## config.mk

```make
export PLATFORM = sky130hd
export DESIGN_NAME = ram_wb_arbiter
export DESIGN_NICKNAME = d
export VERILOG_FILES = /design/src/rtl/ram_wb_arbiter.sv
export SDC_FILE = /design/constraint.sdc
export NUM_CORES = 1
export LEC_CHECK = 0
export ABC_AREA = 1
export CORE_AREA = 8 8 112 114
export CTS_CLUSTER_DIAMETER = 60
export DETAILED_ROUTE_END_ITERATION = 16
export DIE_AREA = 0 0 120 122
export PLACE_DENSITY = 0.76
export SLEW_MARGIN = 15
export SYNTH_ARGS = -nofsm -noshare
export SYNTH_HDL_FRONTEND = slang
export SYNTH_SLANG_ARGS = --single-unit
```

## constraint.sdc

```tcl
create_clock -name wb_clk_i -period 3.4 [get_ports wb_clk_i]
set_input_delay 0.68 -clock wb_clk_i [delete_from_list [all_inputs] [get_ports wb_clk_i]]
set_output_delay 0.68 -clock wb_clk_i [all_outputs]
set_load 0.01 [all_outputs]
```

## src/rtl/ram_wb_arbiter.sv

```systemverilog
// Round-robin Wishbone B3 arbiter sharing one RAM slave between nm masters.
// Grants whole cyc tenures and errors out strobes the slave leaves hanging for tmo cycles.
module ram_wb_arbiter #(
    parameter int unsigned dw  = 32,
    parameter int unsigned aw  = 32,
    parameter int unsigned nm  = 2,
    parameter int unsigned tmo = 256
) (
    input  logic               wb_clk_i,
    input  logic               wb_rst_i,
    input  logic [nm*aw-1:0]   m_adr_i,
    input  logic [nm*dw-1:0]   m_dat_i,
    input  logic [nm*4-1:0]    m_sel_i,
    input  logic [nm-1:0]      m_we_i,
    input  logic [nm-1:0]      m_cyc_i,
    input  logic [nm-1:0]      m_stb_i,
    input  logic [nm*3-1:0]    m_cti_i,
    input  logic [nm*2-1:0]    m_bte_i,
    output logic [dw-1:0]      m_dat_o,
    output logic [nm-1:0]      m_ack_o,
    output logic [nm-1:0]      m_err_o,
    output logic [nm-1:0]      m_rty_o,
    output logic [aw-1:0]      s_adr_o,
    output logic [dw-1:0]      s_dat_o,
    output logic [3:0]         s_sel_o,
    output logic               s_we_o,
    output logic               s_cyc_o,
    output logic               s_stb_o,
    output logic [2:0]         s_cti_o,
    output logic [1:0]         s_bte_o,
    input  logic [dw-1:0]      s_dat_i,
    input  logic               s_ack_i,
    input  logic               s_err_i,
    input  logic               s_rty_i
);

    localparam int unsigned GW = $clog2(nm);
    localparam int unsigned TW = $clog2(tmo);

    typedef enum logic {StIdle, StBusy} state_e;

    state_e          state_q, state_d;
    logic [GW-1:0]   grant_q, grant_d;
    logic [GW-1:0]   ptr_q, ptr_d;
    logic [TW-1:0]   wdog_q, wdog_d;

    logic            req_found;
    logic [GW-1:0]   req_idx;
    int unsigned     scan_idx;
    logic            busy;
    logic            timeout;
    logic            slv_resp;

    assign busy     = (state_q == StBusy);
    assign slv_resp = s_ack_i | s_err_i | s_rty_i;
    // Independent of the slave response so the forced-low strobe cannot loop back through ack.
    assign timeout  = busy && m_stb_i[grant_q] && (wdog_q == TW'(tmo - 1));
    assign m_dat_o  = s_dat_i;

    // First requester at or after the round-robin pointer.
    always_comb begin
        req_found = 1'b0;
        req_idx   = '0;
        scan_idx  = 0;
        for (int unsigned i = 0; i < nm; i++) begin
            scan_idx = (int'(ptr_q) + i) % nm;
            if (!req_found && m_cyc_i[scan_idx]) begin
                req_found = 1'b1;
                req_idx   = GW'(scan_idx);
            end
        end
    end

    always_comb begin
        state_d = state_q;
        grant_d = grant_q;
        ptr_d   = ptr_q;
        wdog_d  = wdog_q;
        unique case (state_q)
            StIdle: begin
                if (req_found) begin
                    state_d = StBusy;
                    grant_d = req_idx;
                    wdog_d  = '0;
                end
            end
            StBusy: begin
                if (!m_cyc_i[grant_q]) begin
                    state_d = StIdle;
                    ptr_d   = (grant_q == GW'(nm - 1)) ? '0 : grant_q + 1'b1;
                    wdog_d  = '0;
                end else if (!m_stb_i[grant_q] || slv_resp || timeout) begin
                    wdog_d  = '0;
                end else begin
                    wdog_d  = wdog_q + 1'b1;
                end
            end
            default: state_d = StIdle;
        endcase
    end

    always_ff @(posedge wb_clk_i) begin
        if (wb_rst_i) begin
            state_q <= StIdle;
            grant_q <= '0;
            ptr_q   <= '0;
            wdog_q  <= '0;
        end else begin
            state_q <= state_d;
            grant_q <= grant_d;
            ptr_q   <= ptr_d;
            wdog_q  <= wdog_d;
        end
    end

    always_comb begin
        s_adr_o = '0;
        s_dat_o = '0;
        s_sel_o = '0;
        s_we_o  = 1'b0;
        s_cyc_o = 1'b0;
        s_stb_o = 1'b0;
        s_cti_o = '0;
        s_bte_o = '0;
        m_ack_o = '0;
        m_err_o = '0;
        m_rty_o = '0;
        if (busy) begin
            s_adr_o          = m_adr_i[grant_q*aw +: aw];
            s_dat_o          = m_dat_i[grant_q*dw +: dw];
            s_sel_o          = m_sel_i[grant_q*4 +: 4];
            s_we_o           = m_we_i[grant_q];
            s_cyc_o          = m_cyc_i[grant_q];
            s_stb_o          = m_stb_i[grant_q] & ~timeout;
            s_cti_o          = m_cti_i[grant_q*3 +: 3];
            s_bte_o          = m_bte_i[grant_q*2 +: 2];
            m_ack_o[grant_q] = s_ack_i;
            m_err_o[grant_q] = s_err_i | timeout;
            m_rty_o[grant_q] = s_rty_i;
        end
    end

endmodule

```

==> results of run 1 <==
## cells in the final DEF, fill, tap and decap left out, drive strengths merged, types with 2 or more instances in the layout
master         Yosys  layout
clkbuf             7       4
inv               18      18
o211ai             2       2
nand3              6       6
clkdlybuf4s50      0     238
buf               51       4
dfxtp             11      11
o21ai              2       2
nand2            185     185
a21oi             84      84
nor2              29      29
nor3b              2       2
## logic make-up (layout without fill, tap and decap cells)
family | after synthesis | in the layout | share of synthesized area [%]
adder cells (fa/ha/maj) | 1 | 1 | 0.610
AND/OR/NAND/NOR | 224 | 224 | 44.1
AO/OA/AOI/OAI | 89 | 89 | 22.8
buffers and inverters | 76 | 264 | 21.8
flip-flops | 11 | 11 | 10.7
## flip-flops by register name (all words and copies together), names as in the netlist
register,flops
ptr_q,1
busy,1
wdog_q,8
grant_q,1
## power by group through the flow
stage	sequential (µW)	combinational (µW)	clock [µW]
3_5_place_dp	139	562	0
5_1_grt	137	600	145
4_1_cts	136	567	134
3_3_place_gp	139	562	0
6_report	136	560	134
2_1_floorplan	137	235	0
## critical path, cell delays in order
cell and delay (ps):
sky130_fd_sc_hd__clkdlybuf4s50_1 450, sky130_fd_sc_hd__inv_1 70, sky130_fd_sc_hd__nand2_4 80, sky130_fd_sc_hd__nand3_1 100
sky130_fd_sc_hd__nor2_2 200, sky130_fd_sc_hd__nor2_1 80, sky130_fd_sc_hd__nor2_1 90, sky130_fd_sc_hd__clkdlybuf4s50_1 550
## area by class of cell
class / count / share of cell area (%)
Timing Repair Buffer: 242 / 56.4
Sequential cell: 11 / 5.09
Multi-Input combinational cell: 314 / 31.9
Tap cell: 140 / 4.03
Inverter: 18 / 1.61
Clock buffer: 4 / 1.04
## worst max-delay path by stage
stage          startpoint    endpoint  slack, ps  cells past startpoint
6_report       m_stb_i[0]  m_err_o[1]        410                      8
3_5_place_dp   m_stb_i[0]  m_err_o[1]        400                      8
3_3_place_gp   m_stb_i[0]  m_err_o[0]        440                      8
5_1_grt        m_stb_i[0]  m_err_o[1]        280                      8
4_1_cts        m_stb_i[0]  m_err_o[1]        410                      8
2_1_floorplan  m_stb_i[1]  m_err_o[0]       1420                      6
## routing by layer
metal  vias up  track usage, %  routed length (µm)
li1       1609               -                   -
met1      1379            18.4                4960
met2       186            25.0                5860
met3         4            5.04                1200
met4         0           0.703                  26
met5         -               0                   0
## per-stage QoR
step,area [µm²],hold WS (ps)
floorplan,2050,459
global placement,4300,474
detailed placement,4300,484
CTS,4350,495
global route,4350,513
finish,4350,494
==> flow_metrics.env, run 1 <==
export IMPL_outcome="finished clean"
export IMPL_layout_setup_ws_ps=412
export IMPL_power_share_combinational_pct=67.4
export IMPL_timing_hold_worst_path_depth=2
export IMPL_worst_path_arrival_time_ps=2310
export IMPL_crit_path_end_kind="output port"
export IMPL_totalPowerFinal_uw=830
export IMPL_r2r_setup_slack_ps=1920
export IMPL_finalMaxSlewViolations=0
export IMPL_seq_area_um2=221
export IMPL_first_pass_grt_wire_length_um=17300
export IMPL_worst_skew_pair_late_latency_ps=240
export IMPL_initial_core_util_pct=19.2
export IMPL_die_x_um=120
export IMPL_clock_tree_root_cell="sky130_fd_sc_hd__clkbuf_8"
export IMPL_timing_final_crit_period_ps=2990
export IMPL_ys_top_cells_by_count="sky130_fd_sc_hd__nand2_1, sky130_fd_sc_hd__a21oi_1, sky130_fd_sc_hd__buf_4, sky130_fd_sc_hd__nor2_1, sky130_fd_sc_hd__inv_1"
export IMPL_synth_area_mm2=0.00205
export IMPL_fp_dieArea_mm2=0.0146
export IMPL_yosysSeqAreaShare_pct=10.7
export IMPL_max_freq_mhz=335
export IMPL_power_share_clock_pct=16.2
export IMPL_syn_instance_count=401
export IMPL_post_cts_hold_buffer_count=0
export IMPL_rows=38
export IMPL_rsz_0062_raised_after_global_routing="false"
export IMPL_place_hpwl_um=9890
export IMPL_die_h_um=122
export IMPL_yosys_warnings=0
export IMPL_top_level_ports=303
export IMPL_pin_count_of_the_biggest_net_entering_global_routing=79
export IMPL_post_cts_repair_setup_buffers=0
export IMPL_hold_viol_final=0
export IMPL_antenna_diode_instance_count=0
export IMPL_ranking_of_synthesized_cells_by_area="sky130_fd_sc_hd__nand2_1, sky130_fd_sc_hd__a21oi_1, sky130_fd_sc_hd__buf_4"
export IMPL_dp_worst_setup_slack_ps=401
export IMPL_inst_count_dp=725
export IMPL_fin_setup_tns_ps=0
export IMPL_setup_viol_count_final=0
export IMPL_max_clock_path_buffers=2
export IMPL_cp_start_kind="primary input"
export IMPL_io_buffers=238
export IMPL_inserted_clock_buffers=3
export IMPL_worst_slew_pin_slew_ps=532
export IMPL_cts_sinks=11
export IMPL_route_detailed_drc=0
export IMPL_routed_via_density=4.36
export IMPL_clkSlewWorstSetupHoldPaths_ps=50
export IMPL_route_vias_total=3178
export IMPL_rr_startpoint="wdog_q[1]"
export IMPL_final_worst_path_cycle_share_pct=87.9
export IMPL_yosys_area_top_type_share_pct=32.9
export IMPL_netlist_cell_type_count=24
export IMPL_drt_first_pass_iters=4
export IMPL_grt_use_total_pct=14.7
export IMPL_cp_max_fo=2
export IMPL_layout_core_utilization_pct=40.6
export IMPL_filler_cell_count=1104
export IMPL_net_switching_power_uw=287
export IMPL_path_class="in2out"
export IMPL_post_synth_cell_area_avg_um2=5.12
export IMPL_areaGrowthSynthToFinish_pct=112
export IMPL_seq_power_share_pct=16.4
export IMPL_ys_flop_type="sky130_fd_sc_hd__dfxtp_1"
export IMPL_timing_hold_worst_class="reg2reg"
export IMPL_async_reset_ff_share_pct=0
export IMPL_drt_iter0_drc=327
export IMPL_finalNonFillerCells=729
export IMPL_max_ir_drop_vdd_uv=205
export IMPL_ant_nets=0
export IMPL_timing_critical_path_required_ps=2720
export IMPL_most_common_cell_in_the_synthesized_netlist="sky130_fd_sc_hd__nand2_1"
export IMPL_gr_total_overflow=0
export IMPL_clock_tree_htree_level_count=1
export IMPL_power_report_internal_total_uw=543
export IMPL_yosysTopAreaCell="sky130_fd_sc_hd__nand2_1"
export IMPL_synth_fp_nets=591
export IMPL_detail_route_wl_per_cell_um=16.5
export IMPL_total_leakage_power_uw=0.00170
export IMPL_place_gp_congestion=0.827
export IMPL_relSlewSlack_pct=64.5
export IMPL_num_nets_final=780
export IMPL_grt_pass1_vias=2917
export IMPL_cts_tree="yes"
export IMPL_design_core_area_mm2=0.0107
export IMPL_area_of_the_multi_input_gates_mm2=0.00139
export IMPL_drt_total_wl_um=12100
export IMPL_grt_antenna_before_repair=0
export IMPL_finClkSkew_ps=2.02
export IMPL_worst_hold_path_endpoint="ptr_q"
export IMPL_regToRegEndpoint="wdog_q[3]"
export IMPL_post_cts_resized=0
export IMPL_maxCapViolCount=0
export IMPL_ys_ff_latch=11
export IMPL_drive_above_1_share_pct=4.24
export IMPL_synth_edf_count=0
export IMPL_min_delay_start="ptr_q"
export IMPL_worst_r2r_path_depth=8
export IMPL_p_sw_share_pct=34.5
export IMPL_pwr_density_cell_mw_per_mm2=191
(Power assumes the default switching activity.)
==> run 2: changes to the inputs <==
--- a/config.mk
+++ b/config.mk
@@ -6,11 +6,14 @@
 export NUM_CORES = 1
 export LEC_CHECK = 0
 export ABC_AREA = 1
-export CORE_AREA = 8 8 112 114
+export CAP_MARGIN = 10
+export CORE_AREA = 8 8 113 115
 export CTS_CLUSTER_DIAMETER = 60
 export DETAILED_ROUTE_END_ITERATION = 16
-export DIE_AREA = 0 0 120 122
-export PLACE_DENSITY = 0.76
+export DIE_AREA = 0 0 121 123
+export DONT_BUFFER_PORTS = 1
+export PLACE_DENSITY = 0.4
+export SKIP_CTS_REPAIR_TIMING = 1
 export SLEW_MARGIN = 15
 export SYNTH_ARGS = -nofsm -noshare
 export SYNTH_HDL_FRONTEND = slang
==> flow_metrics.env, run 2 (synthesized netlist as in run 1, its figures left out) <==
export IMPL_outcome="finished clean"
export IMPL_top_level_ports=303
export IMPL_worst_path_dominant_cell_family="simple AND/OR/NAND/NOR gates"
export IMPL_max_freq_mhz=359
export IMPL_worst_skew_pair_late_latency_ps=240
export IMPL_drt_first_pass_iters=4
export IMPL_cts_tree="yes"
export IMPL_path_cells="inv_4 > nand2_4 > nand3_1 > nor2_2 > nor2_1 > nor2_1"
export IMPL_worst_r2r_path_depth=7
export IMPL_worst_hold_path_endpoint="wdog_q[4]"
export IMPL_clkSlewWorstSetupHoldPaths_ps=50
export IMPL_finClkSkew_ps=5.57
export IMPL_max_clock_path_buffers=2
export IMPL_finalMaxSlewViolations=0
export IMPL_cp_max_stage_cell="sky130_fd_sc_hd__dfxtp_2"
export IMPL_pwr_density_cell_mw_per_mm2=299
export IMPL_timing_hold_worst_class="reg2reg"
export IMPL_regToRegEndpoint="wdog_q[5]"
export IMPL_timing_hold_worst_path_depth=2
export IMPL_largest_register="wdog_q"
export IMPL_drt_iter0_drc=136
export IMPL_pin_count_of_the_biggest_net_entering_global_routing=78
export IMPL_areaGrowthSynthToFinish_pct=-4.33
export IMPL_r2r_setup_slack_ps=1410
export IMPL_hold_viol_final=0
export IMPL_grt_pass1_vias=2248
export IMPL_clock_tree_root_cell="sky130_fd_sc_hd__clkbuf_16"
export IMPL_seq_power_share_pct=24.1
export IMPL_worst_path_arrival_time_ps=2100
export IMPL_power_share_combinational_pct=38.2
export IMPL_crit_path_end_kind="output port"
export IMPL_cts_sinks=11
export IMPL_cp_buffers_inverters=1
export IMPL_setup_viol_count_final=0
export IMPL_rows=39
export IMPL_detail_route_wl_per_cell_um=19.0
export IMPL_timing_final_crit_period_ps=2780
export IMPL_first_pass_grt_wire_length_um=13000
export IMPL_power_share_clock_pct=37.7
export IMPL_filler_cell_count=1286
export IMPL_maxCapViolCount=0
export IMPL_path_class="reg2out"
export IMPL_clock_tree_htree_level_count=1
export IMPL_worst_slew_pin_slew_ps=754
export IMPL_max_ir_drop_vdd_uv=173
export IMPL_route_vias_total=2364
export IMPL_rsz_0062_raised_after_global_routing="false"
export IMPL_min_delay_start="wdog_q[4]"
export IMPL_die_h_um=123
export IMPL_timing_critical_path_required_ps=2720
export IMPL_fp_dieArea_mm2=0.0149
export IMPL_net_switching_power_uw=243
export IMPL_drt_total_wl_um=9340
export IMPL_crit_path_max_incr_delay_ps=640
export IMPL_inserted_clock_buffers=3
export IMPL_antenna_diode_instance_count=0
export IMPL_fin_setup_tns_ps=0
export IMPL_finalNonFillerCells=492
export IMPL_ant_nets=0
export IMPL_grt_antenna_before_repair=0
export IMPL_cp_max_fo=77
export IMPL_layout_common_cells="sky130_fd_sc_hd__nand2_1, sky130_fd_sc_hd__a21oi_1, sky130_fd_sc_hd__nor2_1"
export IMPL_place_hpwl_um=7770
export IMPL_num_nets_final=540
export IMPL_grt_use_total_pct=10.8
export IMPL_drive_above_1_share_pct=6.88
export IMPL_gr_total_overflow=0
export IMPL_relSlewSlack_pct=49.7
export IMPL_p_sw_share_pct=41.4
export IMPL_cp_start_kind="register"
export IMPL_die_x_um=121
export IMPL_inst_count_dp=488
export IMPL_io_buffers=0
export IMPL_power_report_internal_total_uw=344
export IMPL_largest_reg_flops=8
export IMPL_rr_startpoint="grant_q"
export IMPL_totalPowerFinal_uw=587
export IMPL_routed_via_density=4.80
export IMPL_place_gp_congestion=0.745
export IMPL_mostFrequentLayoutCell="sky130_fd_sc_hd__nand2_1"
export IMPL_design_core_area_mm2=0.0111
export IMPL_crit_path_most_repeated_cell="sky130_fd_sc_hd__nor2_1"
export IMPL_initial_core_util_pct=18.5
export IMPL_final_worst_path_cycle_share_pct=81.8
export IMPL_total_leakage_power_uw=0.000796
export IMPL_start_point_of_the_critical_path="grant_q"
export IMPL_route_detailed_drc=0
-- run 2: changes by cell type in the layout (fill, tap and decap cells not counted), sizes merged --
cell / before / now
clkdlybuf4s50: 238 / 0
buf: 4 / 2
clkbuf: 4 / 3
clkinv: 0 / 1
-- run 2: layout make-up --
cell class	count	area (µm²)	area share (%)
multi-input cells	314	1390	70.6
flip-flops and latches	11	221	11.3
well taps	143	179	9.11
clock buffers	3	75.1	3.82
inverters	18	70.1	3.57
repair buffers	2	27.5	1.40
clock inverters	1	5.00	0.255
-- run 2: layer usage --
layer | track usage, % | routed length, µm | vias to the layer above
li1 | - | - | 1131
met1 | 12.8 | 3340 | 1047
met2 | 18.5 | 4640 | 184
met3 | 4.16 | 1330 | 2
met4 | 1.17 | 25 | 0
met5 | 0 | 0 | -
-- run 2: worst max path at each step --
stage	slack, ps	cells after the start	endpoint
2_1_floorplan	1420	6	m_err_o[0]
3_3_place_gp	860	6	m_err_o[1]
3_5_place_dp	790	6	m_err_o[0]
4_1_cts	530	6	m_err_o[0]
5_1_grt	330	6	m_err_o[1]
6_report	620	6	m_err_o[0]
-- run 2: power by group through the flow --
stage          clock network (µW)  registers, µW  logic, µW
2_1_floorplan                   0            137        235
3_3_place_gp                    0            144        226
3_5_place_dp                    0            144        230
4_1_cts                       227            142        231
5_1_grt                       236            143        253
6_report                      221            141        224
-- run 2: worst register-to-register path: cells and delay by family, from the launching register on --
| family | cells | cell delay [ps] |
|---|---|---|
| compound gates | 1 | 110 |
| buf+inv | 1 | 520 |
| flops | 1 | 640 |
| simple gates | 5 | 660 |
-- run 2: stage by stage --
step	cell area, µm²	hold WS, ps	util (%)	worst slack [ps]
after floorplan	2050	459	-	1420
after global placement	1880	476	17.0	862
after detailed placement	1880	481	17.0	789
after CTS	1960	490	17.7	526
after global routing	1960	487	17.7	335
final	1960	488	17.7	618
